**config.mk**
```make
export PLATFORM = sky130hd
export DESIGN_NAME = store_rmw_controller
export DESIGN_NICKNAME = d
export VERILOG_FILES = /design/src/rtl/store_rmw_controller.sv
export SDC_FILE = /design/constraint.sdc
export NUM_CORES = 1
export LEC_CHECK = 0
export CORE_MARGIN = 2
export CORE_UTILIZATION = 44
export CTS_CLUSTER_SIZE = 24
export DETAILED_ROUTE_END_ITERATION = 7
export GPL_TIMING_DRIVEN = 0
export PLACE_DENSITY = 0.74
export SETUP_SLACK_MARGIN = 0.15
export SYNTH_ARGS = -nofsm -noshare
export SYNTH_HDL_FRONTEND = slang
export SYNTH_SLANG_ARGS = --single-unit
```
**constraint.sdc**
```tcl
create_clock -name clk -period 1.8 [get_ports clk]
set_clock_uncertainty 0.15 [all_clocks]
set_input_delay 0.36 -clock clk [delete_from_list [all_inputs] [get_ports clk]]
set_output_delay 0.36 -clock clk [all_outputs]
set_load 0.05 [all_outputs]
```
**src/rtl/store_rmw_controller.sv**
```systemverilog
// Sub-word store sequencer for a word-wide data memory without byte enables.
// Word stores write directly; byte/half stores read, merge lanes, write back.
module store_rmw_controller #(
  parameter int unsigned TIMEOUT = 255
) (
  input  logic        clk,
  input  logic        rst_n,
  input  logic        req_valid,
  output logic        req_ready,
  input  logic [1:0]  req_type,
  input  logic [31:0] req_addr,
  input  logic [31:0] req_data,
  output logic        done,
  output logic        misaligned,
  output logic        bus_error,
  output logic        mem_req,
  output logic        mem_we,
  output logic [31:0] mem_addr,
  output logic [31:0] mem_wdata,
  input  logic        mem_gnt,
  input  logic        mem_rvalid,
  input  logic [31:0] mem_rdata
);

  localparam logic [1:0] ST_B = 2'd0;
  localparam logic [1:0] ST_H = 2'd1;
  localparam logic [1:0] ST_W = 2'd2;
  localparam logic [1:0] ST_X = 2'd3;

  // The counter never reaches TIMEOUT itself: the last waiting cycle
  // is the one where it holds TIMEOUT-1.
  localparam logic [15:0] CNT_LAST = 16'(TIMEOUT - 1);

  typedef enum logic [2:0] {
    S_IDLE,
    S_RD_REQ,
    S_RD_WAIT,
    S_WRITE,
    S_RESP,
    S_FAULT,
    S_TOUT
  } state_e;

  state_e      state_q, state_d;
  logic [1:0]  type_q, type_d;
  logic [31:0] addr_q, addr_d;
  logic [31:0] data_q, data_d;
  logic [31:0] merged_q, merged_d;
  logic [15:0] cnt_q, cnt_d;
  logic        done_q, done_d;
  logic        mis_q, mis_d;
  logic        berr_q, berr_d;

  logic        accept;
  logic        req_bad;
  logic        waiting;
  logic        expired;
  logic [31:0] lane_mask;
  logic [31:0] lane_data;
  logic [31:0] word_addr;

  assign accept    = req_valid && (state_q == S_IDLE);
  assign word_addr = {addr_q[31:2], 2'b00};
  assign waiting   = (state_q == S_RD_REQ) ||
                     (state_q == S_RD_WAIT) ||
                     (state_q == S_WRITE);
  assign expired   = (cnt_q == CNT_LAST);

  // Alignment / legality check on the incoming request.
  always_comb begin
    req_bad = 1'b0;
    unique case (1'b1)
      (req_type == ST_X): req_bad = 1'b1;
      (req_type == ST_H): req_bad = req_addr[0];
      (req_type == ST_W): req_bad = |req_addr[1:0];
      default:            req_bad = 1'b0;
    endcase
  end

  // Lane mask and replicated lane data from the latched request.
  always_comb begin
    lane_mask = 32'hFFFF_FFFF;
    lane_data = data_q;
    unique case (type_q)
      ST_B: begin
        lane_mask = 32'h0000_00FF << {addr_q[1:0], 3'b000};
        lane_data = {4{data_q[7:0]}};
      end
      ST_H: begin
        lane_mask = 32'h0000_FFFF << {addr_q[1:0], 3'b000};
        lane_data = {2{data_q[15:0]}};
      end
      default: begin
        lane_mask = 32'hFFFF_FFFF;
        lane_data = data_q;
      end
    endcase
  end

  // Next-state, request latching and merge register.
  always_comb begin
    state_d  = state_q;
    type_d   = type_q;
    addr_d   = addr_q;
    data_d   = data_q;
    merged_d = merged_q;
    unique case (state_q)
      S_IDLE: begin
        if (accept) begin
          type_d = req_type;
          addr_d = req_addr;
          data_d = req_data;
          if (req_bad) begin
            state_d = S_FAULT;
          end else if (req_type == ST_W) begin
            state_d = S_WRITE;
          end else begin
            state_d = S_RD_REQ;
          end
        end
      end
      S_RD_REQ: begin
        if (mem_gnt) begin
          state_d = S_RD_WAIT;
        end else if (expired) begin
          state_d = S_TOUT;
        end
      end
      S_RD_WAIT: begin
        if (mem_rvalid) begin
          merged_d = (mem_rdata & ~lane_mask) |
                     (lane_data & lane_mask);
          state_d  = S_WRITE;
        end else if (expired) begin
          state_d = S_TOUT;
        end
      end
      S_WRITE: begin
        if (mem_gnt) begin
          state_d = S_RESP;
        end else if (expired) begin
          state_d = S_TOUT;
        end
      end
      S_RESP:  state_d = S_IDLE;
      S_FAULT: state_d = S_IDLE;
      S_TOUT:  state_d = S_IDLE;
      default: state_d = S_IDLE;
    endcase
  end

  // Wait counter restarts on every state change.
  always_comb begin
    cnt_d = 16'd0;
    if ((state_d == state_q) && waiting) begin
      cnt_d = cnt_q + 16'd1;
    end
  end

  // Completion flags follow the next state so they are registered.
  always_comb begin
    done_d = (state_d == S_RESP) ||
             (state_d == S_FAULT) ||
             (state_d == S_TOUT);
    mis_d  = (state_d == S_FAULT);
    berr_d = (state_d == S_TOUT);
  end

  // State and datapath registers.
  always_ff @(posedge clk or negedge rst_n) begin
    if (!rst_n) begin
      state_q  <= S_IDLE;
      type_q   <= 2'd0;
      addr_q   <= 32'd0;
      data_q   <= 32'd0;
      merged_q <= 32'd0;
      cnt_q    <= 16'd0;
      done_q   <= 1'b0;
      mis_q    <= 1'b0;
      berr_q   <= 1'b0;
    end else begin
      state_q  <= state_d;
      type_q   <= type_d;
      addr_q   <= addr_d;
      data_q   <= data_d;
      merged_q <= merged_d;
      cnt_q    <= cnt_d;
      done_q   <= done_d;
      mis_q    <= mis_d;
      berr_q   <= berr_d;
    end
  end

  // Memory port and handshake outputs decoded from the current state.
  always_comb begin
    req_ready = (state_q == S_IDLE);
    mem_req   = (state_q == S_RD_REQ) || (state_q == S_WRITE);
    mem_we    = (state_q == S_WRITE);
    mem_addr  = mem_req ? word_addr : 32'd0;
    mem_wdata = 32'd0;
    if (state_q == S_WRITE) begin
      mem_wdata = (type_q == ST_W) ? data_q : merged_q;
    end
  end

  assign done       = done_q;
  assign misaligned = mis_q;
  assign bus_error  = berr_q;

endmodule

```
* Word-level counts from Yosys, hierarchy flattened
Index checks and enable logic that the tools add are counted.
** Storage, ports and cells
- Output and inout port bits :: 70
- Input bits :: 103
- Flip-flop bits (word level) :: 120
- Logic and storage cells :: 56
** Operators by class
- Shift-type cells :: 2
- $add $sub $neg :: 1
- Reduce and logical (&&, ||, !) cells :: 12
- Bitwise operators :: 4
- Muxes and demuxes :: 15
- Eq/ne operators :: 13
** Operators by type and width (number)
- $pmux W32 S2 :: 2
- $mux W32 :: 3
- $and A32 B32 Y32 :: 2
- $not A32 Y32 :: 1
- $or A32 B32 Y32 :: 1
- $shl A16 B5 Y32 const A :: 1
- $shl A8 B5 Y32 const A :: 1
- $mux W3 :: 6
- $add A16 B1 Y16 const B :: 1
- $eq A16 B8 Y1 const B :: 1
- $mux W16 :: 1
- $pmux W3 S4 :: 1
- $eq A3 B3 Y1 const B :: 3
- $eq A2 B2 Y1 const B :: 3
- $eq A3 B2 Y1 const B :: 2
- $logic_or A1 B1 Y1 :: 5
- $eq A2 B1 Y1 const B :: 2
- $reduce_and A2 Y1 :: 2
- $eq A3 B1 Y1 const B :: 1
- $eq A3 B3 Y1 :: 1
- $logic_not A3 Y1 :: 1
- $pmux W1 S3 :: 1
- $logic_and A1 B1 Y1 :: 2
- $logic_not A2 Y1 :: 1
- 2 further kinds :: 2

* Depth between registers and ports, before layout
- Depth after elaboration :: 8
- Depth in mapped cells :: 8
- Depth with buffers taken out :: 6

* Least setup slack after synthesis
Ideal clock, no wire load.
- Kind :: register to output
- From :: register type_q[0]
- To :: output mem_wdata[10]
- Setup slack :: -0.671 ns
- Data required time :: 1.290 ns
- Path buffers :: 3
- Stages on the path, launching flop included :: 7
- Data arrival time :: 1.961 ns
- Cells stage by stage :: dfrtp_1 clkbuf_1 buf_2 nand2b_1 buf_2 nand2_1 a21oi_1
** Between the ends
- Word-level cells in the longest chain between the ends :: 3
** RTL lines
- start: declaration :: RTL line 45 : logic [1:0] type_q, type_d;
- start signal: assignment :: RTL line 183 : type_q <= type_d;
- $eq A2 B2 Y1 :: RTL line 202 : mem_wdata = (type_q == ST_W) ? data_q : merged_q;
- $mux W32 :: RTL line 202
- $mux W32 :: RTL line 201 : if (state_q == S_WRITE) begin
- end: declaration :: RTL line 19 : output logic [31:0] mem_wdata,
Every way passes these cells.

* Final worst setup path
- From :: register type_q[0]
- To :: output mem_wdata[29]
The elaborated chain is that of the path after synthesis.

==> results.py <==
metrics = {
    "setup_path": {
        "crit_required_ns": 1.29,
        "reg2reg_setup_slack_ns": -0.41,
        "r2r_start": "state_q[0]",
        "cp_max_fo": 8,
        "worstRegToRegCells": 8,
        "crit_start": "type_q[0]",
        "start_kind": "flop",
        "crit_end": "mem_wdata[29]",
        "critPathKind": "flop to primary output",
        "r2r_end": "cnt_q[12]",
        "end_kind": "primary output",
        "worstPathArrival_ns": 1.92,
    },
    "min_path": {
        "min_path_type": "input pin to asynchronous set/reset pin",
    },
    "routing": {
        "vias": 7007,
        "ant_nets": 0,
        "drtIter0Drc": 658,
        "wl_um": 27600,
        "drc": 0,
        "dr.pass1.iters": 7,
        "avgViaCountPerCell": 5.88,
        "wl_per_cell_um": 23.2,
    },
    "placement": {
        "gp_congestion": 0.821,
        "place_area_um2": 8960,
        "hpwl_um": 13700,
        "place_inst": 1079,
        "io_buffers": 170,
    },
    "timing": {
        "slew_headroom_pct": 65.4,
        "rsz0062_at_grt": "yes",
        "finalSetupViolations": 154,
        "final-hold-violation-count": 0,
        "fmax_mhz": 412,
        "holdWs_ns": 0.260,
        "worst_pin_slew_ns": 0.520,
        "post-route-min-period_ns": 2.43,
        "fin_crit_sh_pct": 135,
        "finalSetupTns_ns": -44.21,
        "fin_ws_ns": -0.628,
        "slew_viol_final": 0,
    },
    "clocking": {
        "cts-root-buf": "clkbuf_16",
        "clkSlewWorstSetupHoldPaths_ns": 0.06,
        "h-tree-depth": 4,
        "cts_made_buffers": 17,
        "clkLatencyLatePin_ns": 0.42,
        "tritoncts": "done",
        "cts_max_path_buffers": 2,
        "cts.sinks": 120,
    },
    "global_routing": {
        "grt_use_total_pct": 31.4,
        "grt_max_degree": 87,
        "antenna_found_initial": 0,
        "grt_pass1_vias": 6713,
        "grt-ovfl-total": 0,
        "grt_pass1_wl_um": 35600,
    },
    "synthesis": {
        "yosys-mux-area-fraction_pct": 8.27,
        "ys.flop_type": "dfrtp_1",
        "synth-xor-area-share_pct": 1.85,
        "synthArstFlopShare_pct": 100,
        "postSynthCellCount": 727,
        "synth_cell_types": 52,
        "synth-simple-area-share_pct": 27.4,
        "synth_top_family_by_area": "simple AND/OR/NAND/NOR gates",
        "synth_adder_area_share_pct": 0.406,
        "synthesis.area_um2": 6170,
        "ys_seq_area_share_pct": 48.7,
        "yosys_warnings": 0,
        "synth-seq-cells": 120,
        "syn_avg_cell_area_um2": 8.49,
        "synth_compound_gate_area_share_pct": 9.37,
        "synth_edf_count": 0,
    },
    "power": {
        "irDropWorstVdd_uv": 1020,
        "pwr_density_cell_nw_per_um2": 1810,
        "leakage_uw": 0.00558,
    },
    "floorplanning": {
        "die_w_um": 122,
        "dieArea_um2": 15000,
        "rows": 43,
        "start_util_pct": 44.8,
        "die-height_um": 122,
        "io_pins": 173,
        "core_um2": 13800,
    },
    "finish": {
        "drive_above_1_share_pct": 46.9,
        "final_cells": 1192,
        "final_nets": 1105,
        "diodes": 0,
        "fill_cells": 602,
        "area_delta_synth_final_pct": 93.4,
        "design_area_um2": 11900,
    },
    "run_status": {
        "outcome": "finished with violations",
        "failed_checks": "negative setup slack",
    },
    "flow_run": {
        "maxCapViolCount": 0,
    },
}
metrics by stage:
stage	total power, µW	utilization (%)	setup slack [ns]
6_report	21600	86.6	-0.628
2_1_floorplan	10600	-	-0.0824
5_1_grt	22400	86.6	-0.660
3_3_place_gp	12600	64.9	-4.49
3_5_place_dp	12900	65.1	-0.814
4_1_cts	18800	78.8	-0.534
registers in the layout (all words and copies together), names as in the netlist:
name,count
done,1
bus_error,1
addr_q,32
merged_q,32
data_q,32
cnt_q,16
state_q,3
misaligned,1
type_q,2
synth_stat cells (all sizes together), types with 3 or more instances:
cell type | count | share of area (%)
nand3 | 5 | 0.41
inv | 5 | 0.30
mux2i | 33 | 5.4
clkbuf | 27 | 1.6
mux2 | 16 | 2.9
nand4 | 6 | 0.71
xnor2 | 7 | 0.99
nor3 | 13 | 1.3
nor2b | 5 | 0.51
nand2 | 301 | 18
o21ai | 34 | 2.8
a221oi | 7 | 0.99
nor2 | 23 | 1.4
a21oi | 34 | 2.8
xor2 | 6 | 0.85
o21bai | 3 | 0.37
and2 | 31 | 3.1
buf | 21 | 2.0
dfrtp | 120 | 49
final cells by class:
cell class,instances,area (µm²),share of cell area (%)
Buffer,46,693,5.81
Multi-Input combinational cell,555,4180,35.1
Inverter,5,22.5,0.189
Tap cell,180,225,1.89
Clock buffer,23,498,4.17
Sequential cell,120,3010,25.2
Timing Repair Buffer,255,3210,26.9
Clock inverter,8,93.8,0.787
worst min-delay path by stage:
stage               startpoint           end  slack [ns]  depth (start not counted)
finish                   rst_n    data_q[25]        0.26                          2
global route             rst_n  merged_q[31]        0.30                          2
CTS                      rst_n    data_q[25]        0.26                          2
detailed placement       rst_n    data_q[25]        0.13                          1
global placement    addr_q[31]    addr_q[31]        0.30                          2
floorplan                rst_n     addr_q[0]       -0.09                          0
worst max-delay path, stage by stage (launching register included):
cell	delay [ns]
dfrtp_1	0.40
buf_8	0.14
nor2b_4	0.15
clkbuf_16	0.20
clkbuf_16	0.18
nand2_4	0.06
a21oi_4	0.18
buf_6	0.18
power breakdown:
part / leakage, µW / switching, µW / internal [µW]
Combinational: 0.00376 / 6750 / 6330
Sequential: 0.00153 / 1330 / 3770
Clock: 0.000299 / 1270 / 2200
cell usage in the layout (no fill, tap or decap), types with 5 or more instances in the layout:
cell type	instances
clkdlybuf4s50_1	101
mux2_2	8
nor3_2	6
nand2_2	63
dfrtp_1	117
mux2i_1	28
xor2_1	6
buf_16	8
o21ai_2	5
clkbuf_8	6
nor2_1	17
xnor2_1	7
nand4_1	5
clkbuf_16	39
a221oi_2	7
mux2_4	8
buf_6	63
buf_8	57
nand2_1	190
and2_4	31
o21ai_1	26
buf_4	28
buf_12	13
nand2_4	47
a21oi_4	32
clkinv_2	5
kinds of logic after synthesis:
group / Yosys count
other: 1
AOI/OAI and AO/OA: 93
buffers and inverters: 53
muxes: 49
adders and majority gates: 2
DFF: 120
xor gates and xnor gates: 13
and+or+nand+nor: 396
routing by layer:
metal | share of wire [%] | up-vias | GRT usage, % | wire length [µm]
li1 | - | 2938 | - | -
met1 | 36 | 3452 | 39.7 | 10000
met2 | 49 | 473 | 49.8 | 13400
met3 | 8.9 | 144 | 7.67 | 2470
met4 | 6.2 | 0 | 16.5 | 1710
met5 | 0 | - | 0 | 0
what timing repair did:
item,CTS,global route
endpoints found under the setup margin,161,187
buffers inserted,36,23
cloned,14,11
pin swaps,35,75
hold buffers,1,0
resized for setup,615,219
endpoints found under the hold margin,34,0
Note: power is estimated with default switching activity, not from simulation.
